[config.mk]
export PLATFORM = sky130hd
export DESIGN_NAME = tdm_demux_4t1
export DESIGN_NICKNAME = d
export VERILOG_FILES = /design/src/rtl/tdm_demux_4t1_pkg.sv /design/src/rtl/tdm_demux_4t1_dec_2t4.sv /design/src/rtl/tdm_demux_4t1.sv
export SDC_FILE = /design/constraint.sdc
export NUM_CORES = 1
export LEC_CHECK = 0
export ABC_AREA = 1
export ABC_CLOCK_PERIOD_IN_PS = 1300
export CORE_AREA = 2 2 39 41
export DETAILED_ROUTE_END_ITERATION = 6
export DIE_AREA = 0 0 41 43
export DONT_BUFFER_PORTS = 1
export GPL_TIMING_DRIVEN = 0
export PLACE_DENSITY = 0.65
export SYNTH_ARGS = -nofsm -noshare
export SYNTH_HDL_FRONTEND = slang
export SYNTH_HIERARCHICAL = 1
export SYNTH_SLANG_ARGS = --single-unit
[constraint.sdc]
create_clock -name clk -period 1.3 [get_ports clk]
set_clock_uncertainty 0.1 [all_clocks]
set_input_delay 0.065 -clock clk [delete_from_list [all_inputs] [get_ports clk]]
set_output_delay 0.065 -clock clk [all_outputs]
set_load 0.02 [all_outputs]
[src/rtl/tdm_demux_4t1_pkg.sv]
// -----------------------------------------------------------------------------
// tdm_demux_4t1_pkg
// Shared constants for the 4-slot TDM multiplexer/demultiplexer pair.
//   - Slot indices (A..D) as used on the serial stream and by the slot counter.
//   - Demux frame-tracker state encodings.
//   - Modulo-4 slot increment helper.
// The same constants are used by the mux-side transmitter bench, so their
// values must not change.
// -----------------------------------------------------------------------------
package tdm_demux_4t1_pkg;

  typedef logic [1:0] slot_t;

  // Slot indices on the stream; slot A is the one flagged by the frame sync.
  localparam slot_t SLOT_A = 2'd0;
  localparam slot_t SLOT_B = 2'd1;
  localparam slot_t SLOT_C = 2'd2;
  localparam slot_t SLOT_D = 2'd3;

  localparam int NUM_SLOTS = 4;

  // Frame-tracker state encodings.
  localparam logic [0:0] ST_HUNT   = 1'b0;
  localparam logic [0:0] ST_LOCKED = 1'b1;

  // Next slot in the frame; the 2-bit width gives the D -> A wrap for free.
  function automatic slot_t slot_inc(input slot_t s);
    return s + 2'd1;
  endfunction

endpackage

[src/rtl/tdm_demux_4t1_dec_2t4.sv]
// -----------------------------------------------------------------------------
// dec_2t4
// Combinational 2-to-4 one-hot decoder with enable. Used by the demux to turn
// the effective slot of an accepted beat into per-channel write enables.
// Ports:
//   slot   [1:0]  slot index to decode
//   en            decode enable; all outputs 0 when low
//   onehot [3:0]  bit i set when en=1 and slot==i
// -----------------------------------------------------------------------------
module dec_2t4 (
  input  logic [1:0] slot,
  input  logic       en,
  output logic [3:0] onehot
);

  genvar gi;
  generate
    for (gi = 0; gi < 4; gi++) begin : g_dec
      assign onehot[gi] = en && (slot == 2'(gi));
    end
  endgenerate

endmodule

[src/rtl/tdm_demux_4t1.sv]
// -----------------------------------------------------------------------------
// tdm_demux_4t1
// Receive side of the 4:1 TDM channel multiplexer. A single stream of beats is
// split back into four channel registers (A..D). A frame sync marks the slot-A
// beat; an internal 2-bit slot counter steers the following beats.
// Ports:
//   clk         system clock, rising edge
//   rst         synchronous active-high reset
//   in_valid    beat present this cycle
//   in_sync     current beat is slot A (ignored when in_valid=0)
//   in_data     beat payload [DATA_W]
//   out_a..d    channel registers for slots 0..3 [DATA_W]
//   ch_valid    one-cycle strobe, bit i = channel i written on the last edge
//   sel         slot index of the last accepted beat
//   frame_done  one-cycle pulse after a slot-D beat is accepted
//   sync_err    one-cycle pulse on an early or (strict mode) missing sync
//   locked      1 while frame-locked
// Parameters:
//   DATA_W        beat / channel width
//   REQUIRE_SYNC  1: every slot-A beat must carry in_sync, otherwise drop lock
//                 0: the counter freewheels once locked
// -----------------------------------------------------------------------------
module tdm_demux_4t1
  import tdm_demux_4t1_pkg::*;
#(
  parameter int DATA_W       = 1,
  parameter bit REQUIRE_SYNC = 1'b1
) (
  input  logic              clk,
  input  logic              rst,
  input  logic              in_valid,
  input  logic              in_sync,
  input  logic [DATA_W-1:0] in_data,
  output logic [DATA_W-1:0] out_a,
  output logic [DATA_W-1:0] out_b,
  output logic [DATA_W-1:0] out_c,
  output logic [DATA_W-1:0] out_d,
  output logic [3:0]        ch_valid,
  output logic [1:0]        sel,
  output logic              frame_done,
  output logic              sync_err,
  output logic              locked
);

  // ---------------------------------------------------------------------------
  // State
  // ---------------------------------------------------------------------------
  logic [0:0] state_reg, state_next;
  slot_t      cnt_reg, cnt_next;

  logic [3:0] ch_valid_reg;
  slot_t      sel_reg;
  logic       frame_done_reg;
  logic       sync_err_reg;
  logic       locked_reg;

  // ---------------------------------------------------------------------------
  // Beat classification
  // ---------------------------------------------------------------------------
  logic  is_locked;
  logic  cnt_at_a;
  logic  accept;
  logic  early_sync;
  logic  missing_sync;
  slot_t eff_slot;
  logic [3:0] wr_en;

  assign is_locked = (state_reg == ST_LOCKED);
  assign cnt_at_a  = (cnt_reg == SLOT_A);

  // A sync always restarts the frame at slot A, whatever the counter says.
  assign eff_slot = in_sync ? SLOT_A : cnt_reg;

  always_comb begin
    accept       = 1'b0;
    early_sync   = 1'b0;
    missing_sync = 1'b0;
    if (in_valid) begin
      if (!is_locked) begin
        // Hunting: only a sync beat is usable.
        accept = in_sync;
      end else if (in_sync) begin
        // Sync while locked is always accepted; mid-frame it realigns.
        accept     = 1'b1;
        early_sync = !cnt_at_a;
      end else if (!cnt_at_a) begin
        accept = 1'b1;
      end else if (REQUIRE_SYNC) begin
        // Slot A arrived without its sync: drop the beat and lose lock.
        missing_sync = 1'b1;
      end else begin
        // Freewheel mode: treat it as slot A.
        accept = 1'b1;
      end
    end
  end

  // ---------------------------------------------------------------------------
  // Next-state / counter
  // ---------------------------------------------------------------------------
  always_comb begin
    state_next = state_reg;
    cnt_next   = cnt_reg;
    if (accept) begin
      state_next = ST_LOCKED;
      cnt_next   = slot_inc(eff_slot);
    end else if (missing_sync) begin
      state_next = ST_HUNT;
      cnt_next   = SLOT_A;
    end
  end

  // ---------------------------------------------------------------------------
  // Slot decoder -> channel write enables
  // ---------------------------------------------------------------------------
  dec_2t4 u_dec (
    .slot   (eff_slot),
    .en     (accept),
    .onehot (wr_en)
  );

  // ---------------------------------------------------------------------------
  // Channel registers
  // ---------------------------------------------------------------------------
  logic [NUM_SLOTS-1:0][DATA_W-1:0] ch_bus;

  genvar gi;
  generate
    for (gi = 0; gi < NUM_SLOTS; gi++) begin : g_ch
      logic [DATA_W-1:0] data_reg;

      always_ff @(posedge clk) begin
        if (rst) begin
          data_reg <= '0;
        end else if (wr_en[gi]) begin
          data_reg <= in_data;
        end
      end

      assign ch_bus[gi] = data_reg;
    end
  endgenerate

  assign out_a = ch_bus[SLOT_A];
  assign out_b = ch_bus[SLOT_B];
  assign out_c = ch_bus[SLOT_C];
  assign out_d = ch_bus[SLOT_D];

  // ---------------------------------------------------------------------------
  // Control and status registers
  // ---------------------------------------------------------------------------
  always_ff @(posedge clk) begin
    if (rst) begin
      state_reg      <= ST_HUNT;
      cnt_reg        <= SLOT_A;
      ch_valid_reg   <= 4'b0000;
      sel_reg        <= SLOT_A;
      frame_done_reg <= 1'b0;
      sync_err_reg   <= 1'b0;
      locked_reg     <= 1'b0;
    end else begin
      state_reg      <= state_next;
      cnt_reg        <= cnt_next;
      ch_valid_reg   <= wr_en;
      frame_done_reg <= accept && (eff_slot == SLOT_D);
      sync_err_reg   <= early_sync || missing_sync;
      locked_reg     <= (state_next == ST_LOCKED);
      // sel only follows accepted beats; drops and gaps leave it alone.
      if (accept) begin
        sel_reg <= eff_slot;
      end
    end
  end

  assign ch_valid   = ch_valid_reg;
  assign sel        = sel_reg;
  assign frame_done = frame_done_reg;
  assign sync_err   = sync_err_reg;
  assign locked     = locked_reg;

endmodule
# Yosys cells after proc, flatten, opt, wreduce, memory -nomap -nowiden
# Index checks and enable logic that the tools add are counted.
classes:
  n_eq_ne: 3
  addsub: 1
  n_reduce_logical: 9
  n_mux: 16
ops:
  columns: ["op", "count"]
  rows:
  - ["2-to-1 mux 1 bit", 13]
  - ["2-to-1 mux 2 bit", 3]
  - ["equality test 2 bit, second input constant", 2]
  - ["logical AND 1 bit", 4]
  - ["zero test 2 bit", 2]
  - ["adder 2 x 1 -> 2 bit, second input constant", 1]
  - ["equality test 2 x 1 -> 1 bit, second input constant", 1]
  - ["nonzero test 2 bit", 1]
  - ["zero test 1 bit", 1]
  - ["logical OR 1 bit", 1]
word_totals:
  output_inout_bits: 13
  register_bits: 15
  in_bits: 5
  word_cells: 39

# Depth between registers and ports, before layout
# Gate-level depths: netlist of the first run.
depth:
  ltp_word: 7
  ltp_mapped: 9
  ltp_nobuf: 9

# Modules after synthesis
# The synthesis of the first run kept the hierarchy.
modules_own_cells:
  columns: ["module", "seq_area_each_um2", "instances", "cells_each", "area_per_inst_um2"]
  rows:
  - ["tdm_demux_4t1", 300.3, 1, 72, 563.0]
  - ["dec_2t4", 0.0, 1, 8, 30.0]

# Least setup slack after synthesis of the first run
# OpenSTA, ideal clock, no wires.
synth_timing:
  kind: "register -> register"
  from: "register locked (netlist name)"
  to: "register g_ch[3].data_reg (netlist: out_d)"
  t_arrival_ns: 1.157
  period_less_slack_ns: 1.373
  stages_incl_launch_ff: 10
  setup_time_ns: 0.116
  t_required_ns: 1.084
  slack_ns: -0.073
  path_cell_list: "dfxtp_1 nand2_1 nand2_4 nand2_2 inv_1 nand2_1 nor2_1 inv_1 nor2_1 nor2_1"
synth_lines:
  columns: ["element", "line_no", "text"]
  rows:
  - ["to (signal assigned)", "tdm_demux_4t1.sv:136", "data_reg <= in_data;"]
  - ["to (decl)", "tdm_demux_4t1.sv:130", "logic [DATA_W-1:0] data_reg;"]

==> reports/qor.yml, run 1 <==
routed_via_density: 4.739
wirelength_mm: 1.238
drive_gt1_share_pct: 35.79
min-delay-path-class: "flip-flop to flip-flop"
rsz0062_at_grt: "true"
postSynthAreaPerCell_um2: 7.413
dpl_cell_area_um2: 614.3
synth_simple_gate_area_share_pct: 30.80
synth_warnings: 6
synth-compound-area-share_pct: 7.384
die_x_um: 41
drt-initial-drc-count: 9
post-route-period-util_pct: 97.97
synthAdderAreaFrac_pct: 2.110
max_freq_mhz: 785.2
fillers: 113
status: "complete, no violations"
reg2regPathDepth: 9
p_total_w: 0.0008319
slowest_stage: "dfxtp_4"
portBuffers: 0
overflow: 0
drv_cap: 0
clk_latency_ps: 280
synth.area.mux_share_pct: 0
r2r-start: "locked"
antenna_cells: 0
tightest_slew_ps: 238.3
path_delay_family: "simple AND/OR/NAND/NOR gates"
final_cell_mix: "nor2_1 (15), dfxtp_1 (12), dlygate4sd3_1 (7)"
synth_fp_nets: 86
dp_hpwl_um: 718.7
cts_tree: "built"
final-setup-viol-count: 0
drc_errors: 0
fin_crit_ps: 1274
multi_input_area_um2: 294.0
fin_area_um2: 803.3
largest_reg_flops: 4
area_delta_synth_final_pct: 35.44
synth_xor_area_share_pct: 0
hold_viol_final: 0
synth.distinct_cells: 14
synthCells: 80
syn-cell-area_um2: 593.1
first_pass_iters: 4
maxSlewHeadroom_pct: 84.09
path_buf_inv: 2
hold_slack_ps: 391.6
grt_pass1_wl_mm: 1.856
cts-root-buf: "clkbuf_4"
cpMostUsedCell: "nand2_4"
worstPathCellList: "nand2_4 -> nand2_4 -> nand2_4 -> inv_4 -> nand2_2 -> nor2_2 -> inv_1 -> nor2_1 -> nor2_1"
cts-htree-levels: 1
cp_slowest_stage_delay_ps: 410
ios: 18
cp_max_fo: 3
synth_top_family_by_area: "simple AND/OR/NAND/NOR gates"
finish.utilization_pct: 58.05
powerDensity_nw_per_um2: 1036
fp.dieH_um: 43
cts.sinks: 15
yosysSeqAreaShare_pct: 50.63
initial_core_util_pct: 42.86
grt_start_max_net_pins: 10
grt.total_usage_pct: 16.08
post_drt_wl_per_cell_um: 11.15
routed-via-count: 526
arrival_ps: 1350
synth-seq-cells: 15
ctsLongestPathBuffers: 2
nets: 102
end_kind: "flip-flop"
holdCritStartpoint: "cnt_reg[1]"
irDropWorstVdd_v: 0.0005096
reg2reg_slack_ps: 30
die-area_um2: 1763
path_depth: 9
grt_pass1_vias: 447
slew_violations: 0
final_common_cell: "nor2_1"
crit_type: "flip-flop to flip-flop"
path_clk_slew_ps: 90
place_congestion: 0.7870
crit-reg2reg-capture: "out_a"
holdPathStages: 2
std_cell_rows: 14
antenna_found_initial: 0
hold_end: "cnt_reg[1]"
p_leak_nw: 0.3604
final-seq-area_um2: 306.5
coreArea_um2: 1384
cts_buffers: 3
antenna_left: 0
required_ps: 1380
layoutNonFillerInstCount: 111
dp_cells: 96
start_kind: "flip-flop"
==> per-layer routing <==
metal / wire [um] / vias to the layer above / GRT usage, %
met5: 0 / - / 0
met4: 16 / 0 / 10.00
met3: 77 / 2 / 5.236
met2: 552 / 23 / 21.25
met1: 593 / 223 / 21.71
li1: - / 278 / -
==> worst max path at each step <==
stage               endpoint  slack (ps)  startpoint
detailed placement     out_b         -80      locked
global placement       out_d         -90      locked
finish                 out_a          30      locked
global route           out_a         -70      locked
floorplan              out_d          20      locked
CTS                    out_a          10      locked
==> timing repair <==
action / in CTS / in global routing
pin swaps: 2 / 8
buffers inserted: 1 / 3
gates resized for setup: 7 / 19
endpoints found under the setup margin: 9 / 7
hold buffers: 7 / 0
hold endpoints to repair: 14 / 0
==> tightest hold or removal path, cell delays in order (launching register included) <==
cell and delay, ps:
dfxtp_2 350, nand2_1 60, a21oi_1 50
==> synthesized netlist by cell type <==
master	number	area (um2)
buf_2	1	5.000
a21oi_2	1	8.760
dfxtp_1	15	300.3
nand3_1	5	25.02
nand2_4	1	11.26
o21ai_0	4	20.02
nor2_1	22	82.58
nand2_2	4	25.02
inv_2	3	11.26
a21oi_1	3	15.01
inv_1	10	37.54
nand2_1	9	33.78
ha_1	1	12.51
nor3_1	1	5.000
==> kinds of logic (layout without fill, tap and decap cells) <==
| family | Yosys count | in the layout |
|---|---|---|
| simple gates | 42 | 42 |
| buf+inv | 14 | 29 |
| flops | 15 | 15 |
| fa+ha+maj | 1 | 1 |
| compound gates | 8 | 8 |
==> power by group <==
| group | internal (W) | switching, W | leakage [nW] |
|---|---|---|---|
| Combinational | 0.0000381 | 0.0000491 | 0.223 |
| Clock | 0.000119 | 0.000146 | 0.0150 |
| Sequential | 0.000466 | 0.0000139 | 0.123 |
| Total | 0.000623 | 0.000209 | 0.360 |
==> layout make-up <==
cell class,instances,area share [%]
plain buffers,1,0.6231
clock buffers,4,3.271
inverters,13,6.386
multi-input cells,51,36.60
flip-flops and latches,15,38.16
well taps,16,2.492
repair buffers,11,12.46
==> through the flow <==
| stage | TNS (ps) | setup WS, ps |
|---|---|---|
| after floorplan | 0 | 24.66 |
| after global placement | -354.3 | -89.46 |
| after detailed placement | -360.7 | -81.63 |
| after CTS | 0 | 10.90 |
| after global routing | -129.1 | -72.24 |
| final | 0 | 26.42 |
(Power assumes the default switching activity.)
==> inputs of run 2 (changes only) <==
Settings changed: PLACE_DENSITY 0.65 to 0.63, SYNTH_HIERARCHICAL 1 to unset.
==> run 2 against run 1 <==
  * Critical path depth decreased by 2
  * Highest routed layer unchanged
  * Combinational power fell by 29%
  * Utilization is 11 points lower
  * Die area stayed put
  * Via count shrank 7.6%
  * Largest power group unchanged
  * Sequential power decreased by 5.8%
  * Final area down 19%
==> reports/qor.yml, run 2 <==
tightest_slew_ps: 232.5
drv_cap: 0
fin_crit_ps: 1213
initial_core_util_pct: 40.69
yosysSeqAreaShare_pct: 49.78
cts_tree: "built"
powerDensity_nw_per_um2: 1164
cts.sinks: 14
yosys_most_used_dff: "dfxtp_1"
cts-root-buf: "clkbuf_4"
p_leak_nw: 0.2756
drt-initial-drc-count: 19
synthTopCellsByArea: "dfxtp_1 (50%), nand2_1 (10%), nor2_1 (8.7%)"
irDropWorstVdd_v: 0.0004958
dp_cells: 90
first_pass_iters: 4
clk_latency_ps: 270
multi_input_area_um2: 240.2
routed_via_density: 5.010
synth-seq-cells: 14
grt.total_usage_pct: 14.66
cp_max_fo: 4
synth_largest_area_cell: "dfxtp_1"
fin_area_um2: 646.9
cts_buffers: 3
end_kind: "flip-flop"
post-route-period-util_pct: 93.34
arrival_ps: 1330
overflow: 0
p_total_w: 0.0007527
cts-htree-levels: 1
portBuffers: 0
place_congestion: 0.8877
fillers: 138
ios: 18
synth_top_family_by_area: "simple AND/OR/NAND/NOR gates"
drive_gt1_share_pct: 18.52
routed.top_layer: "met4"
path_clk_slew_ps: 80
antenna_left: 0
synth_async_sr_flop_share_pct: 0
post_drt_wl_per_cell_um: 10.79
largest_reg_flops: 4
die-area_um2: 1763
dpl_cell_area_um2: 583.1
synth_common_cells: "nand2_1 (15), dfxtp_1 (14), nor2_1 (13), inv_1 (7), a21oi_1 (5)"
max_freq_mhz: 824.1
drc_errors: 0
grt_pass1_vias: 396
start_kind: "primary input"
final_common_cell: "nand2_1"
synthCells: 74
reg2reg_slack_ps: 130
final-setup-viol-count: 0
synth_simple_gate_area_share_pct: 34.22
postSynthAreaPerCell_um2: 7.609
fin_setup_tns_ps: 0
nets: 88
antenna_cells: 0
antenna_found_initial: 0
min-delay-path-class: "flip-flop to flip-flop"
slew_violations: 0
layoutNonFillerInstCount: 97
wirelength_met1_um: 457
dp_hpwl_um: 757.2
synth_edf_count: 0
synthAdderAreaFrac_pct: 0
ctsLongestPathBuffers: 2
fp.dieH_um: 43
std_cell_rows: 14
die_x_um: 41
coreArea_um2: 1384
synth_top_area_share_pct: 49.78
synth-compound-area-share_pct: 8.444
grt_pass1_wl_mm: 1.683
yosysMostFrequentCell: "nand2_1"
required_ps: 1420
synth.distinct_cells: 16
wl_met2_um: 512
final-seq-area_um2: 281.5
routed-via-count: 486
status: "complete, no violations"
syn-cell-area_um2: 563.0
rsz0062_at_grt: "true"
synth.area.mux_share_pct: 0
area_delta_synth_final_pct: 14.89
route.met3.wl_um: 56
maxSlewHeadroom_pct: 84.48
synth_xor_area_share_pct: 0
grt_start_max_net_pins: 11
final_cell_mix: "nand2_1 (15), nor2_1 (13), dfxtp_1 (13)"
synth_warnings: 0
wirelength_mm: 1.047
crit_type: "primary input to flip-flop"
synth_fp_nets: 79
hold_viol_final: 0
[run 2: changes by cell type after synthesis]
| cell | previous run | this run |
|---|---|---|
| nand2_1 | 9 | 15 |
| buf_4 | 0 | 1 |
| ha_1 | 1 | 0 |
| a21oi_2 | 1 | 2 |
| inv_1 | 10 | 7 |
| a21oi_1 | 3 | 5 |
| nor2_1 | 22 | 13 |
| dfxtp_1 | 15 | 14 |
| nor3_1 | 1 | 2 |
| nand3_1 | 5 | 2 |
| o21ai_0 | 4 | 1 |
| nand4_1 | 0 | 4 |
| nor2_2 | 0 | 1 |
| inv_2 | 3 | 1 |
[run 2: repair_timing]
action                     in CTS  in global routing
setup buffers                   0                  0
gates resized for setup         0                  1
hold endpoints to repair       13                  0
hold buffers                    4                  0
setup endpoints to repair       0                  5
[run 2: per-stage QoR]
stage	hold slack, ps	utilization, %	setup WS, ps
6_report	429.6	46.75	86.54
5_1_grt	445.3	46.75	-0.4580
4_1_cts	433.2	46.65	44.77
3_5_place_dp	68.68	42.13	63.79
3_3_place_gp	66.99	42.13	74.62
2_1_floorplan	53.02	-	148.4
[run 2: report_power, final]
| part | total, W | leakage, nW | internal, W | switching, W |
|---|---|---|---|---|
| sequential | 0.000452 | 0.114 | 0.000437 | 0.0000150 |
| clock | 0.000239 | 0.0138 | 0.000107 | 0.000131 |
| combinational | 0.0000620 | 0.148 | 0.0000221 | 0.0000399 |
| total | 0.000753 | 0.276 | 0.000567 | 0.000186 |
[run 2: metal layers]
| metal | track usage [%] | up-vias |
|---|---|---|
| met5 | 0 | - |
| met3 | 4.188 | 4 |
| met1 | 18.42 | 219 |
| met4 | 10.00 | 0 |
| met2 | 20.63 | 11 |
| li1 | - | 252 |
[run 2: final timing paths]
kind | to | start | cells past startpoint
setup / recovery | cnt_reg[1] | in_sync | 7
hold / removal | locked | locked | 2
setup reg to reg | sel[0] | cnt_reg[0] | 7
hold reg to reg | locked | locked | 2
[run 2: cell families (layout without fill, tap and decap cells)]
| kind of cell | count (synthesis) | after routing |
|---|---|---|
| and+or+nand+nor | 42 | 42 |
| DFF | 14 | 14 |
| buffers and inverters | 10 | 17 |
| AOI/OAI and AO/OA | 8 | 8 |
[run 2: critical path: stages]
cell           delay, ps
dlygate4sd3_1        650
inv_1                100
nand2_1              150
nand2_1              110
nand2_1               80
nand2_1               70
a21oi_2              100
[run 2: cell type report]
cell class | count | share of cell area [%]
inverter | 8 | 4.642
sequential | 14 | 43.52
multi-input combinational | 50 | 37.14
buffer | 2 | 1.934
tap | 16 | 3.095
clock buffer | 3 | 3.482
timing repair buffer | 4 | 6.190
==> inputs of run 3 (changes only) <==
Settings changed: CORE_AREA 2 2 39 41 to unset, CORE_ASPECT_RATIO set to 0.9, CORE_MARGIN set to 1.5, CORE_UTILIZATION set to 32, DIE_AREA 0 0 41 43 to unset, PLACE_DENSITY 0.63 to 0.52.
==> run 3 against run 2 <==
  * Setup slack better by 26 ps
  * Utilization shrank 7.1 points
  * First-iteration DRC count fell by 58%
  * Wire length up 7.0%
  * Sequential cell count is the same
  * Largest cell class unchanged
  * Largest power group unchanged
==> reports/qor.yml, run 3 (synthesis results as in run 2) <==
fp.dieH_um: 42.80
ios: 18
tightest_slew_ps: 236.8
cts_buffers: 3
area_delta_synth_final_pct: 17.11
wirelength_mm: 1.120
max_freq_mhz: 842.3
nets: 88
antenna_left: 0
drv_cap: 0
cp_slowest_stage_delay_ps: 380
portBuffers: 0
reg2reg_slack_ps: 110
grt_pass1_vias: 429
min-delay-path-class: "primary input to flip-flop"
maxSlewHeadroom_pct: 84.19
r2r-start: "cnt_reg[0]"
routed_via_density: 4.610
routed-via-count: 484
drive_gt1_share_pct: 18.52
crit_type: "flip-flop to flip-flop"
irDropWorstVdd_v: 0.0008154
final_common_cell: "nand2_1"
cts-htree-levels: 1
worstPathCellList: "nor2_1 -> nand2_2 -> nand2_4 -> inv_2 -> nand2_2 -> nand2_1 -> nor2_1"
path_depth: 7
cts.sinks: 14
required_ps: 1420
holdPathStages: 2
start_kind: "flip-flop"
drt-initial-drc-count: 8
fin_crit_ps: 1187
cts-root-buf: "clkbuf_4"
antenna_found_initial: 0
slowest_stage: "dfxtp_1"
status: "complete, no violations"
grt_start_max_net_pins: 11
path_delay_family: "simple AND/OR/NAND/NOR gates"
place_congestion: 0.7806
path_buf_inv: 1
path_clk_slew_ps: 80
dp_hpwl_um: 840.7
hold_end: "sync_err"
grt_pass1_wl_mm: 1.835
largest_reg_flops: 4
fillers: 182
cts_tree: "built"
final-setup-viol-count: 0
coreArea_um2: 1664
ctsLongestPathBuffers: 2
place_ws_ps: 56.04
cp_max_fo: 7
hold_viol_final: 0
die_x_um: 47.22
finalWorstSetupSlack_ps: 112.7
die-area_um2: 2021
overflow: 0
p_leak_nw: 0.2845
rsz0062_at_grt: "false"
fin_setup_tns_ps: 0
std_cell_rows: 14
post_drt_wl_per_cell_um: 10.67
holdCritStartpoint: "in_sync"
initial_core_util_pct: 33.83
cts_setup_buffers: 0
antenna_cells: 0
first_pass_iters: 4
arrival_ps: 1310
clk_latency_ps: 280
final_cell_mix: "nand2_1 (15), nor2_1 (13), dfxtp_1 (13)"
reg2regPathDepth: 7
end_kind: "flip-flop"
drc_errors: 0
crit-reg2reg-capture: "sel[0]"
powerDensity_nw_per_um2: 1149
post-route-period-util_pct: 91.33
grt.total_usage_pct: 13.05
slew_violations: 0
run 3: final cells by class:
type / count / area (um2) / share of cell area [%]
buffer: 2 / 12.51 / 1.898
inverter: 8 / 30.03 / 4.554
multi-input combinational: 50 / 240.2 / 36.43
sequential: 14 / 281.5 / 42.69
tap: 24 / 30.03 / 4.554
timing repair buffer: 4 / 42.54 / 6.452
clock buffer: 3 / 22.52 / 3.416
run 3: stage by stage:
stage | instance area (um2) | instances | utilization (%) | hold slack (ps) | total power, W
after floorplan | 563.0 | 74 | - | 53.02 | 0.0005020
after global placement | 593.1 | 98 | 35.64 | 62.94 | 0.0005114
after detailed placement | 593.1 | 98 | 35.64 | 60.51 | 0.0005124
after CTS | 655.6 | 105 | 39.40 | 436.5 | 0.0007701
after global routing | 659.4 | 105 | 39.62 | 98.11 | 0.0007935
final | 659.4 | 105 | 39.62 | 68.45 | 0.0007578
run 3: worst reg2reg max path, delay by kind of cell (launching register included):
family	cells	cell delay, ps
DFF	1	380
buffers and inverters	1	50
and+or+nand+nor	6	600
run 3: report_power, final:
group,switching (W),internal (W)
clock,0.000134,0.000107
sequential,0.0000152,0.000437
combinational,0.0000409,0.0000226
run 3: worst max path at each step:
stage | start | end | slack [ps]
2_1_floorplan | locked | sel[0] | 150
5_1_grt | cnt_reg[0] | sel[0] | 6
6_report | cnt_reg[0] | sel[0] | 110
3_5_place_dp | locked | sel[0] | 60
3_3_place_gp | locked | sel[0] | 70
4_1_cts | locked | sel[0] | 50
run 3: timing repair:
action / in CTS / in global routing
endpoints found under the hold margin: 12 / 0
hold buffers: 4 / 0
gates resized for setup: 0 / 2
endpoints found under the setup margin: 0 / 5
run 3: routing by layer:
layer / wire [um] / GRT usage [%] / part of all wire, % / up-vias
met5: 0 / 0 / 0 / -
met4: 13 / 3.333 / 1.2 / 0
met3: 72 / 8.511 / 6.4 / 2
met2: 486 / 18.08 / 43 / 12
met1: 548 / 16.62 / 49 / 219
li1: - / - / - / 251
